**src/rtl/out_display_ctrl.sv**
```systemverilog
// SAP1 output display: double-dabble BCD conversion of the output register value,
// then leading-zero-blanked, time-multiplexed drive of a 7-segment display.
module out_display_ctrl #(
  parameter int WIDTH    = 8,
  parameter int DIGITS   = 3,
  parameter int SCAN_DIV = 1024
) (
  input  logic              mclk,
  input  logic              rst_n,
  input  logic [WIDTH-1:0]  i_data,
  output logic [6:0]        o_seg,
  output logic [DIGITS-1:0] o_an,
  output logic              o_busy
);

  // Decimal digits of 2^WIDTH-1 is floor(WIDTH*log10(2))+1 since 2^WIDTH is never a power of ten.
  localparam int MIN_DIGITS = (WIDTH * 30103) / 100000 + 1;
  localparam int BCD_W      = 4 * DIGITS;
  localparam int CNT_W      = $clog2(WIDTH + 1);
  localparam int SCAN_W     = (SCAN_DIV > 1) ? $clog2(SCAN_DIV) : 1;
  localparam int IDX_W      = (DIGITS > 1) ? $clog2(DIGITS) : 1;

  generate
    if (DIGITS < MIN_DIGITS) begin : g_bad_digits
      $error("out_display_ctrl: DIGITS too small for WIDTH");
    end
    if (SCAN_DIV < 1) begin : g_bad_scan_div
      $error("out_display_ctrl: SCAN_DIV must be >= 1");
    end
  endgenerate

  typedef enum logic [1:0] {
    ST_IDLE = 2'd0,
    ST_CONV = 2'd1,
    ST_LOAD = 2'd2
  } state_t;

  state_t             state;
  state_t             state_nx;
  logic [WIDTH-1:0]   last_data;
  logic [WIDTH-1:0]   bin_sr;
  logic [BCD_W-1:0]   bcd_acc;
  logic [BCD_W-1:0]   disp;
  logic [CNT_W-1:0]   bit_cnt;
  logic [SCAN_W-1:0]  scan_cnt;
  logic [IDX_W-1:0]   idx;

  logic [BCD_W-1:0]   bcd_adj;
  logic [BCD_W-1:0]   bcd_step;
  logic [WIDTH-1:0]   bin_step;
  logic [SCAN_W-1:0]  scan_nx;
  logic [IDX_W-1:0]   idx_nx;
  logic [6:0]         seg_nx;
  logic               nz;

  function automatic logic [6:0] encode(input logic [3:0] d);
    case (d)
      4'd0:    encode = 7'h3F;
      4'd1:    encode = 7'h06;
      4'd2:    encode = 7'h5B;
      4'd3:    encode = 7'h4F;
      4'd4:    encode = 7'h66;
      4'd5:    encode = 7'h6D;
      4'd6:    encode = 7'h7D;
      4'd7:    encode = 7'h07;
      4'd8:    encode = 7'h7F;
      4'd9:    encode = 7'h6F;
      default: encode = 7'h00;
    endcase
  endfunction

  // One double-dabble step: add 3 to every nibble >= 5, then shift {bcd, bin} left.
  always_comb begin
    bcd_adj = bcd_acc;
    for (int k = 0; k < DIGITS; k++) begin
      if (bcd_acc[4*k +: 4] >= 4'd5) bcd_adj[4*k +: 4] = bcd_acc[4*k +: 4] + 4'd3;
    end
    {bcd_step, bin_step} = {bcd_adj, bin_sr} << 1;
  end

  always_comb begin
    state_nx = state;
    case (state)
      ST_IDLE: if (i_data != last_data) state_nx = ST_CONV;
      ST_CONV: if (bit_cnt == CNT_W'(WIDTH - 1)) state_nx = ST_LOAD;
      ST_LOAD: state_nx = ST_IDLE;
      default: state_nx = ST_IDLE;
    endcase
  end

  always_ff @(posedge mclk or negedge rst_n) begin
    if (!rst_n) state <= ST_IDLE;
    else        state <= state_nx;
  end

  always_ff @(posedge mclk or negedge rst_n) begin
    if (!rst_n) begin
      last_data <= '0;
      bin_sr    <= '0;
      bcd_acc   <= '0;
      disp      <= '0;
      bit_cnt   <= '0;
      o_busy    <= 1'b0;
    end else begin
      o_busy <= (state_nx != ST_IDLE);
      case (state)
        ST_IDLE: begin
          if (state_nx == ST_CONV) begin
            last_data <= i_data;
            bin_sr    <= i_data;
            bcd_acc   <= '0;
            bit_cnt   <= '0;
          end
        end
        ST_CONV: begin
          bcd_acc <= bcd_step;
          bin_sr  <= bin_step;
          bit_cnt <= bit_cnt + 1'b1;
        end
        ST_LOAD: disp <= bcd_acc;
        default: ;
      endcase
    end
  end

  always_comb begin
    scan_nx = scan_cnt + 1'b1;
    idx_nx  = idx;
    if (scan_cnt == SCAN_W'(SCAN_DIV - 1)) begin
      scan_nx = '0;
      idx_nx  = (idx == IDX_W'(DIGITS - 1)) ? '0 : idx + 1'b1;
    end
  end

  // Walk from the top digit down so nz tells whether this digit or any above is non-zero.
  always_comb begin
    nz     = 1'b0;
    seg_nx = 7'h00;
    for (int k = DIGITS - 1; k >= 0; k--) begin
      nz = nz | (disp[4*k +: 4] != 4'd0);
      if (IDX_W'(k) == idx_nx) seg_nx = ((k == 0) || nz) ? encode(disp[4*k +: 4]) : 7'h00;
    end
  end

  always_ff @(posedge mclk or negedge rst_n) begin
    if (!rst_n) begin
      scan_cnt <= '0;
      idx      <= '0;
      o_an     <= DIGITS'(1);
      o_seg    <= 7'h3F;
    end else begin
      scan_cnt <= scan_nx;
      idx      <= idx_nx;
      o_an     <= DIGITS'(1) << idx_nx;
      o_seg    <= seg_nx;
    end
  end

endmodule

```
**config.mk**
```make
export PLATFORM = sky130hd
export DESIGN_NAME = out_display_ctrl
export DESIGN_NICKNAME = d
export VERILOG_FILES = /design/src/rtl/out_display_ctrl.sv
export SDC_FILE = /design/constraint.sdc
export NUM_CORES = 1
export LEC_CHECK = 0
export ABC_CLOCK_PERIOD_IN_PS = 2050
export CORE_ASPECT_RATIO = 0.9
export CORE_MARGIN = 2
export CORE_UTILIZATION = 45
export DETAILED_ROUTE_END_ITERATION = 16
export PLACE_DENSITY_LB_ADDON = 0.25
export SYNTH_ARGS = -nofsm -noshare
export SYNTH_HDL_FRONTEND = slang
export SYNTH_SLANG_ARGS = --single-unit
```
**constraint.sdc**
```tcl
create_clock -name mclk -period 2.05 [get_ports mclk]
set_input_delay 0.5125 -clock mclk [delete_from_list [all_inputs] [get_ports mclk]]
set_output_delay 0.5125 -clock mclk [all_outputs]
set_load 0.1 [all_outputs]
```
# Word level (Yosys, flattened, before mapping)
# Memories as Yosys holds them, arrays and structs flattened.
# Cells that the tools add are included.
# word_totals
word_cells,63
output_inout_bits,11
ff_bits,69
n_memories,3
in_bits,10
rom_bits,336
# op_classes
n_eq_ne,10
n_addsub,6
n_mux,20
magnitude_cmp,3
n_reduce_logical,8
n_shift,1
bitwise_logic,1
# mem_list
memory,depth,width,rd,rd_ports_with_merged_regs,wr,line,source
(name not given),16,7,1,0,0,57,case (d)
(name not given),16,7,1,0,0,57,
(name not given),16,7,1,0,0,57,
# op_table
cell,n
$mux W7,5
$pmux W12 S2,1
$pmux W8 S2,1
$ge A4 B3 Y1 const B,3
$mux W12,1
$mux W4,3
$add A10 B1 Y10 const B,1
$eq A10 B10 Y1 const B,1
$mux W10,1
$add A4 B2 Y4 const B,2
$mux W2,4
$mux W8,1
$ne A8 B8 Y1,1
$pmux W4 S2,1
$reduce_bool A4 Y1,2
$add A4 B1 Y4 const B,1
$eq A2 B1 Y1 const B,2
$eq A2 B2 Y1 const B,2
$eq A4 B3 Y1 const B,1
$logic_not A2 Y1,2
$pmux W2 S2,1
$reduce_and A2 Y1,2
$reduce_bool A2 Y1,2
$add A3 B2 Y3 const B,1
7 further kinds,7

# Depth between registers and ports, before layout
# Gate-level depths: netlist of the first run.
# logic_depth
depth_word,7
depth_mapped,7
ltp_nobuf,7

# Least setup slack after synthesis of the first run
# OpenSTA, ideal clock, no wires.
# synth_timing
path_type,register to register
startpoint,reg disp[9]
endpoint,reg o_seg[5]
required_ns,1.962
synth_period_minus_slack_ns,1.791
setup_time_ns,0.088
path_slack_ns,0.259
arrival_ns,1.703
path_stages_with_launch,8
path_buffers,0
cell_sequence,dfrtp_1 > inv_1 > ha_1 > nor3b_4 > nor2b_1 > a211oi_4 > a211oi_2 > or3_1
# synth_via
elab_chain_len,5
elab_cells_between_ends,8
classes_between,mux (5); bitwise (1); reduce/logical (1); memory (1)
# synth_rtl
item,line,source
start: declaration,43,logic [BCD_W-1:0] disp;
start signal: assignment,101,disp <= '0;
start signal: assignment,120,ST_LOAD: disp <= bcd_acc;
$mem_v2 Z16 W7 or $reduce_bool A4 Y1 (tied branches),n/a,
$mux W7 or $or A1 B1 Y1 (tied branches),"141, 140",
$mux W7,141,if (IDX_W'(k) == idx_nx) seg_nx = ((k == 0) || nz) ? encode(disp[4*k +: 4]) : 7'h00;
$mux W7 (*) (2 in a row),141,
named net seg_nx[5],53,logic [6:0] seg_nx;
end signal: assignment,155,o_seg <= seg_nx;
end: declaration,11,"output logic [6:0] o_seg,"
# Mark *: on every way through the listed nets, which the timed path passes. The rest lies on a longest branch.
# A chain may end at the register's enable or synchronous reset.

# Worst setup path after layout of the first run
# layout_timing
startpoint,reg scan_cnt[0]
endpoint,reg o_seg[5]
# layout_via
elab_chain_len,6
elab_cells_between_ends,8
classes_between,eq/ne (3); mux (4); reduce/logical (1)
# layout_rtl
item,line,source
start: declaration,45,logic [SCAN_W-1:0] scan_cnt;
start signal: assignment,152,scan_cnt <= scan_nx;
$eq A10 B10 Y1 (*),129,if (scan_cnt == SCAN_W'(SCAN_DIV - 1)) begin
$mux W2 (*),129,
$eq A2 B2 Y1,141,
$mux W7 (2 in a row),141,
$mux W7 (*),141,
named net seg_nx[5],53,
# Marked as above.

==> results of run 1 <==
[report_power, final]
part | internal [mW] | switching, mW
sequential | 1.89 | 0.518
clock | 0.635 | 0.519
combinational | 1.46 | 1.83
[layout make-up]
class,instances,area share
well taps,119,0.0326
multi-input cells,276,0.427
clock buffers,12,0.0340
inverters,22,0.0181
flip-flops and latches,69,0.380
clock inverters,4,0.0121
repair buffers,43,0.0965
[layout by cell type (no fill, tap or decap), drive strengths merged, types with 5 or more instances in the layout]
cell,instances
mux2i,10
dfrtp,62
nor2b,8
inv,23
nor2,16
mux2,13
nand2b,13
and2,5
o21ai,39
a211oi,6
ha,24
xnor2,19
dfstp,7
buf,35
nand3,16
clkdlybuf4s50,8
nand2,37
a21oi,20
clkbuf,12
[kinds of logic (layout without fill, tap and decap cells)]
logic type / Yosys count / in the layout
simple gates: 117 / 117
buf+inv: 40 / 81
mux: 23 / 23
flops: 69 / 69
fa+ha+maj: 24 / 24
compound gates: 90 / 90
xor+xnor: 22 / 22
[flip-flops by register name, indices dropped and copies added, names as in the netlist]
register   flops
o_an           3
idx            2
o_seg          7
bcd_acc       12
state          2
bin_sr         8
o_busy         1
scan_cnt      10
bit_cnt        4
last_data      8
disp          12
[layer usage]
layer | up-vias | GRT usage | part of all wire
met5 | - | 0 | 0
met4 | 0 | 0.0631 | 0.015
met3 | 9 | 0.0457 | 0.030
met2 | 38 | 0.281 | 0.49
met1 | 1329 | 0.221 | 0.47
li1 | 1401 | - | -
[critical path, stage by stage (launching register included)]
cell and delay, ns:
dfrtp_1 0.41, ha_1 0.25, and4_4 0.22, and3_4 0.20, buf_4 0.17, o21ai_0 0.08, a21oi_1 0.09, or3_1 0.38
[final timing paths]
check | endpoint | cells after the start
min | scan_cnt[8] | 1
min in group mclk | scan_cnt[8] | 1
max in group asynchronous | disp[9] | 2
min reg2reg | scan_cnt[8] | 1
max reg2reg | o_seg[5] | 7
max | o_seg[5] | 7
==> impl_metrics.env, run 1 <==
export IMPL_setup_ws_ns=0.179
export IMPL_initial_core_util=0.457
export IMPL_power_leakage_nw=2.00
export IMPL_drv_slew=0
export IMPL_finalWeightedCongestion=0.895
export IMPL_worstReg2RegStart="scan_cnt[0]"
export IMPL_cts_clk_slew_worst_paths_ns=0.08
export IMPL_wl_per_cell_um=13.1
export IMPL_wl_um=7150
export IMPL_worst_pin_slew_ns=0.678
export IMPL_cts_tree="done"
export IMPL_fmax_mhz=534
export IMPL_synth_cell_types=55
export IMPL_clk_path_buf_depth=2
export IMPL_hold_viol_final=0
export IMPL_multi_input_area_um2=1950
export IMPL_clockRootBuffer="clkbuf_8"
export IMPL_yosys_top_cells_count="62 x dfrtp_1, 37 x nand2_1, 32 x o21ai_0"
export IMPL_yosys_area_top_type="dfrtp_1"
export IMPL_design_area_um2=4560
export IMPL_r2r_slack_ns=0.18
export IMPL_post_route_period_util=0.913
export IMPL_slew_headroom=0.547
export IMPL_synth_seq_area_share=0.449
export IMPL_worstPathArrival_ns=2.13
export IMPL_finalNetCount=455
export IMPL_final_antenna_net_count=0
export IMPL_io_pins=21
export IMPL_grt_pass1_wl_um=12700
export IMPL_fin_util=0.540
export IMPL_cts_resized=0
export IMPL_min_path_type="in -> async"
export IMPL_setup_worst_path_start="scan_cnt[0]"
export IMPL_synth_top_family_by_area="simple AND/OR/NAND/NOR gates"
export IMPL_dp_slack_ns=-0.140
export IMPL_synth_cell_area_um2=3860
export IMPL_synth_fa_ha_area_frac=0.0777
export IMPL_final_cells=545
export IMPL_avgSynthCellArea_um2=10.0
export IMPL_ys_ff_latch=69
export IMPL_async_flop_share=1.00
export IMPL_synth_most_common_cell="dfrtp_1"
export IMPL_cp_required_ns=2.31
export IMPL_first_global_vias=2743
export IMPL_dr_pass1_iters=4
export IMPL_vias=2777
export IMPL_dpl_cell_count=529
export IMPL_period_needed_ns=1.87
export IMPL_synth_nets=419
export IMPL_viasPerCell=5.10
export IMPL_die_h_um=91.9
export IMPL_fin_total_pwr_mw=6.86
export IMPL_p_per_area_nw_per_um2=1500
export IMPL_synth_area_leaders="dfrtp_1 40%, ha_1 7.8%, dfstp_2 4.8%, xnor2_1 4.3%, o21ai_0 4.1%"
export IMPL_yosys_warnings=0
export IMPL_portBuffers=20
export IMPL_crit_type="reg -> reg"
export IMPL_setup_violations=0
export IMPL_maxCapViolCount=0
export IMPL_tns_ns=0
export IMPL_dieArea_um2=9350
export IMPL_crit_path_end_kind="flop"
export IMPL_synth_simple_area_share=0.162
export IMPL_fin_skew_ns=0.00851
export IMPL_synth_edf_count=0
export IMPL_grt_total_usage=0.173
export IMPL_cp_max_fo=10
export IMPL_die_w_um=102
export IMPL_clock_sinks=69
export IMPL_start_kind="flop"
export IMPL_drc_errors=0
export IMPL_grt_antenna_before_repair=0
export IMPL_hold_ws_ns=0.0468
export IMPL_fillers=776
export IMPL_ys_flop_type="dfrtp_1"
export IMPL_drive_gt1_frac=0.197
export IMPL_clk_latency_ns=0.35
export IMPL_rows=32
export IMPL_grt_max_degree=47
export IMPL_core_area_um2=8450
export IMPL_cts_htree_levels=3
export IMPL_cts_setup_buffers=0
export IMPL_synth_top_cell_area_share=0.401
export IMPL_synth_mux_area_fraction=0.0670
export IMPL_numCtsBuffers=9
export IMPL_syn_inst=385
export IMPL_dp_hpwl_um=5290
export IMPL_synth_compound_area_frac=0.147
export IMPL_flow_area_growth_from_synthesis_pct=18.1
export IMPL_ctsHoldBuffers=0
export IMPL_synth_xor_area_frac=0.0499
export IMPL_rsz0062_at_grt="false"
export IMPL_overflow=0
export IMPL_dpl_cell_area_um2=4350
export IMPL_vdd_drop_max_mv=1.12
export IMPL_diodes=0
export IMPL_seqCellArea_um2=1740
export IMPL_outcome="complete, no violations"
export IMPL_drt_initial_drc_count=70
Note: power is estimated with default switching activity, not from simulation.
==> inputs of run 2 (changes only) <==
--- a/config.mk
+++ b/config.mk
@@ -8,9 +8,11 @@
 export ABC_CLOCK_PERIOD_IN_PS = 2050
 export CORE_ASPECT_RATIO = 0.9
 export CORE_MARGIN = 2
-export CORE_UTILIZATION = 45
+export CORE_UTILIZATION = 60
+export CTS_CLUSTER_DIAMETER = 150
 export DETAILED_ROUTE_END_ITERATION = 16
 export PLACE_DENSITY_LB_ADDON = 0.25
+export REMOVE_ABC_BUFFERS = 1
 export SYNTH_ARGS = -nofsm -noshare
 export SYNTH_HDL_FRONTEND = slang
 export SYNTH_SLANG_ARGS = --single-unit
==> impl_metrics.env, run 2 (synthesis results as in run 1) <==
export IMPL_clock_sinks=69
export IMPL_final_common_cell="dfrtp_1"
export IMPL_r2r_end="o_seg[2]"
export IMPL_cts_clk_slew_worst_paths_ns=0.08
export IMPL_clk_latency_ns=0.35
export IMPL_rsz0062_at_grt="false"
export IMPL_wl_per_cell_um=13.8
export IMPL_outcome="complete, no violations"
export IMPL_dp_hpwl_um=5120
export IMPL_vdd_drop_max_mv=0.726
export IMPL_cts_tree="done"
export IMPL_slew_headroom=0.736
export IMPL_setup_ws_ns=0.154
export IMPL_final_antenna_net_count=0
export IMPL_worstPathArrival_ns=2.16
export IMPL_initial_core_util=0.625
export IMPL_grt_pass1_wl_um=12200
export IMPL_p_per_area_nw_per_um2=1530
export IMPL_dieArea_um2=7100
export IMPL_grt_antenna_before_repair=0
export IMPL_start_kind="flop"
export IMPL_power_leakage_nw=2.00
export IMPL_clockRootBuffer="clkbuf_8"
export IMPL_dr_pass1_iters=4
export IMPL_slowest_stage="dfrtp_1"
export IMPL_diodes=0
export IMPL_post_route_period_util=0.925
export IMPL_crit_type="reg -> reg"
export IMPL_fmax_mhz=527
export IMPL_worstReg2RegStart="scan_cnt[1]"
export IMPL_overflow=0
export IMPL_layout_common_cells="62 x dfrtp_1, 37 x nand2_1, 32 x o21ai_0"
export IMPL_setup_worst_path_start="scan_cnt[1]"
export IMPL_min_path_type="in -> async"
export IMPL_clk_path_buf_depth=2
export IMPL_path_cells="ha_2 > and4_4 > nand3_4 > buf_4 > a211oi_1 > o21a_1 > a2bb2oi_1"
export IMPL_fillers=473
export IMPL_finalWeightedCongestion=0.880
export IMPL_io_pins=21
export IMPL_vias=2810
export IMPL_rows=27
export IMPL_viasPerCell=5.52
export IMPL_r2r_slack_ns=0.15
export IMPL_crit_path_end_kind="flop"
export IMPL_hold_viol_final=0
export IMPL_cp_max_fo=7
export IMPL_wl_um=7030
export IMPL_die_h_um=80.1
export IMPL_portBuffers=20
export IMPL_first_global_vias=2715
export IMPL_period_needed_ns=1.90
export IMPL_worst_pin_slew_ns=0.396
export IMPL_fin_skew_ns=0.0120
export IMPL_die_w_um=88.6
export IMPL_finalNetCount=453
export IMPL_numCtsBuffers=9
export IMPL_cpLargestDelayFamily="compound AO/OA/AOI/OAI gates"
export IMPL_cp_required_ns=2.31
export IMPL_core_area_um2=6180
export IMPL_hold_ws_ns=0.0676
export IMPL_ff2ff_path_depth=7
export IMPL_drv_slew=0
export IMPL_crit_buf_inv=1
export IMPL_dp_slack_ns=-0.116
export IMPL_drt_initial_drc_count=116
export IMPL_ctsHoldBuffers=0
export IMPL_flow_area_growth_from_synthesis_pct=16.7
export IMPL_grt_total_usage=0.221
export IMPL_crit_cells=7
export IMPL_cts_htree_levels=3
export IMPL_grt_max_degree=54
export IMPL_reg_top3="bcd_acc (12), disp (12), scan_cnt (10)"
export IMPL_slowest_delay_ns=0.38
export IMPL_setup_violations=0
export IMPL_drive_gt1_frac=0.192
export IMPL_maxCapViolCount=0
export IMPL_drc_errors=0
run 2: cell types whose count changed in the layout (fill, tap and decap cells not counted):
cell	change
clkinvlp_4	-1
inv_6	-1
clkinv_2	+1
clkbuf_1	-1
bufinv_16	+1
buf_4	-2
clkbuf_8	-1
run 2: worst max path at each step:
stage	end	slack, ns
final	o_seg[2]	0.15
after global routing	o_seg[5]	0.03
after CTS	o_seg[2]	0.09
after detailed placement	last_data[5]	-0.12
after global placement	last_data[7]	-0.06
after floorplan	bin_sr[1]	-0.1
run 2: worst register-to-register path: cells and delay by family (launching register included):
kind,cells,cell delay [ns]
fa+ha+maj,1,0.22
simple gates,2,0.41
flops,1,0.38
buf+inv,1,0.19
compound gates,3,0.62
run 2: per-layer routing:
| layer | up-vias | global-route usage | wire, um |
|---|---|---|---|
| met2 | 71 | 0.377 | 3580 |
| met4 | 0 | 0.0697 | 88 |
| li1 | 1395 | - | - |
| met1 | 1333 | 0.272 | 3060 |
| met5 | - | 0 | 0 |
| met3 | 11 | 0.0565 | 296 |
run 2: what timing repair did:
action / CTS / global route
setup endpoints to repair: 0 / 1
buffers inserted: 0 / 3
resized for setup: 0 / 1
run 2: cell type report:
class                           count  area (um2)  area share
Sequential cell                    69        1740       0.385
Multi-Input combinational cell    276        1950       0.432
Timing Repair Buffer               41         425      0.0943
Clock inverter                      4        73.8      0.0164
Inverter                           22        82.6      0.0183
Clock buffer                       10         138      0.0305
Tap cell                           87         109      0.0241
run 2: metrics by stage:
step	util	cell area [um2]	std cells	TNS (ns)	total power [mW]
6_report	0.730	4510	509	0	6.91
5_1_grt	0.730	4510	509	0	7.42
4_1_cts	0.726	4490	506	0	6.94
3_5_place_dp	0.691	4270	492	-1.36	5.72
3_3_place_gp	0.691	4270	492	-0.395	5.59
2_1_floorplan	-	3760	367	-0.876	4.76
run 2: power breakdown:
part	switching [mW]	internal (mW)	leakage, nW
Sequential	0.514	1.89	0.851
Clock	0.495	0.704	0.108
Combinational	1.86	1.44	1.04
Total	2.86	4.04	2.00
==> inputs of run 3 (changes only) <==
--- a/config.mk
+++ b/config.mk
@@ -11,7 +11,7 @@
 export CORE_UTILIZATION = 60
 export CTS_CLUSTER_DIAMETER = 150
 export DETAILED_ROUTE_END_ITERATION = 16
-export PLACE_DENSITY_LB_ADDON = 0.25
+export PLACE_DENSITY = 0.89
 export REMOVE_ABC_BUFFERS = 1
 export SYNTH_ARGS = -nofsm -noshare
 export SYNTH_HDL_FRONTEND = slang
==> impl_metrics.env, run 3 (synthesis results as in run 1) <==
export IMPL_clk_latency_ns=0.35
export IMPL_clk_path_buf_depth=2
export IMPL_overflow=0
export IMPL_layout_common_cells="62 x dfrtp_1, 37 x nand2_1, 32 x o21ai_0"
export IMPL_min_path_type="in -> async"
export IMPL_dp_hpwl_um=5490
export IMPL_setup_violations=0
export IMPL_maxCapViolCount=0
export IMPL_cp_max_fo=5
export IMPL_start_kind="flop"
export IMPL_worstPathArrival_ns=2.23
export IMPL_multi_input_area_um2=1950
export IMPL_dieArea_um2=7100
export IMPL_fmax_mhz=509
export IMPL_core_area_um2=6180
export IMPL_initial_core_util=0.625
export IMPL_tns_ns=0
export IMPL_slew_headroom=0.744
export IMPL_first_global_vias=2903
export IMPL_diodes=0
export IMPL_reg_top3="bcd_acc (12), disp (12), scan_cnt (10)"
export IMPL_dpl_cell_count=491
export IMPL_ctsHoldBuffers=0
export IMPL_r2r_slack_ns=0.08
export IMPL_portBuffers=20
export IMPL_grt_max_degree=38
export IMPL_die_h_um=80.1
export IMPL_rows=27
export IMPL_flow_area_growth_from_synthesis_pct=16.8
export IMPL_period_needed_ns=1.97
export IMPL_viasPerCell=5.79
export IMPL_clock_sinks=69
export IMPL_wl_um=7730
export IMPL_drt_initial_drc_count=160
export IMPL_final_antenna_net_count=0
export IMPL_drc_errors=0
export IMPL_ff2ff_path_depth=7
export IMPL_die_w_um=88.6
export IMPL_cts_htree_levels=3
export IMPL_drive_gt1_frac=0.194
export IMPL_numCtsBuffers=9
export IMPL_crit_path_end_kind="flop"
export IMPL_grt_antenna_before_repair=0
export IMPL_setup_worst_path_start="disp[8]"
export IMPL_cts_clk_slew_worst_paths_ns=0.07
export IMPL_cp_required_ns=2.32
export IMPL_drv_slew=0
export IMPL_worstReg2RegStart="disp[8]"
export IMPL_wl_per_cell_um=15.2
export IMPL_r2r_end="o_seg[5]"
export IMPL_clockRootBuffer="clkbuf_8"
export IMPL_dr_pass1_iters=5
export IMPL_fin_total_pwr_mw=7.06
export IMPL_vdd_drop_max_mv=1.03
export IMPL_vias=2949
export IMPL_post_route_period_util=0.959
export IMPL_final_cells=509
export IMPL_crit_type="reg -> reg"
export IMPL_io_pins=21
export IMPL_p_per_area_nw_per_um2=1560
export IMPL_power_leakage_nw=2.00
export IMPL_worst_pin_slew_ns=0.383
export IMPL_grt_total_usage=0.241
export IMPL_outcome="complete, no violations"
export IMPL_fin_skew_ns=0.00764
export IMPL_hold_viol_final=0
export IMPL_fillers=442
export IMPL_seqCellArea_um2=1740
export IMPL_cts_tree="done"
export IMPL_finalWeightedCongestion=0.858
export IMPL_finalNetCount=452
export IMPL_final_common_cell="dfrtp_1"
export IMPL_grt_pass1_wl_um=13000
-- run 3: cell types whose count changed in the layout (fill, tap and decap cells not counted), sizes merged --
cell	delta
clkinv	-1
clkbuf	+2
buf	-1
-- run 3: worst max path at each step --
stage                              end  slack (ns)  cells past startpoint
after global routing          o_seg[5]       -0.04                      7
after floorplan              bin_sr[1]        -0.1                      5
after CTS                     o_seg[5]        0.02                      7
final                         o_seg[5]        0.08                      7
after global placement    last_data[7]       -0.08                      6
after detailed placement  last_data[5]       -0.12                      6
-- run 3: metrics by stage --
| stage | area [um2] | utilization | hold WS, ns | worst slack, ns |
|---|---|---|---|---|
| floorplan | 3760 | - | 0.217 | -0.100 |
| global placement | 4270 | 0.690 | 0.404 | -0.0826 |
| detailed placement | 4270 | 0.690 | 0.410 | -0.116 |
| CTS | 4490 | 0.726 | 0.0255 | 0.0184 |
| global route | 4520 | 0.730 | 0.0361 | -0.0371 |
| finish | 4520 | 0.730 | 0.0329 | 0.0847 |
-- run 3: report_power, final --
| part | internal [mW] | switching (mW) |
|---|---|---|
| logic | 1.46 | 1.93 |
| clock network | 0.747 | 0.503 |
| registers | 1.89 | 0.533 |
-- run 3: layer usage --
| layer | global-route usage | part of all wire | vias up |
|---|---|---|---|
| met5 | 0 | 0 | - |
| met4 | 0.100 | 0.025 | 0 |
| met3 | 0.0812 | 0.044 | 19 |
| met2 | 0.409 | 0.51 | 84 |
| met1 | 0.279 | 0.42 | 1443 |
| li1 | - | - | 1403 |
-- run 3: area by class of cell --
| type | count | area share |
|---|---|---|
| Inverter | 22 | 0.0183 |
| Clock inverter | 3 | 0.0152 |
| Multi-Input combinational cell | 276 | 0.431 |
| Clock buffer | 12 | 0.0344 |
| Sequential cell | 69 | 0.384 |
| Tap cell | 87 | 0.0241 |
| Timing Repair Buffer | 40 | 0.0925 |
-- run 3: repair_timing --
item,4_1_cts,5_1_grt
setup buffers,0,3
gates resized for setup,0,3
setup endpoints to repair,0,1
-- run 3: critical path, cell delays in order (launching register included) --
cell	delay (ns)
dfrtp_1	0.41
inv_2	0.10
ha_2	0.21
nor3b_4	0.28
nor2b_1	0.12
a211oi_4	0.28
a211oi_2	0.11
or3_1	0.37
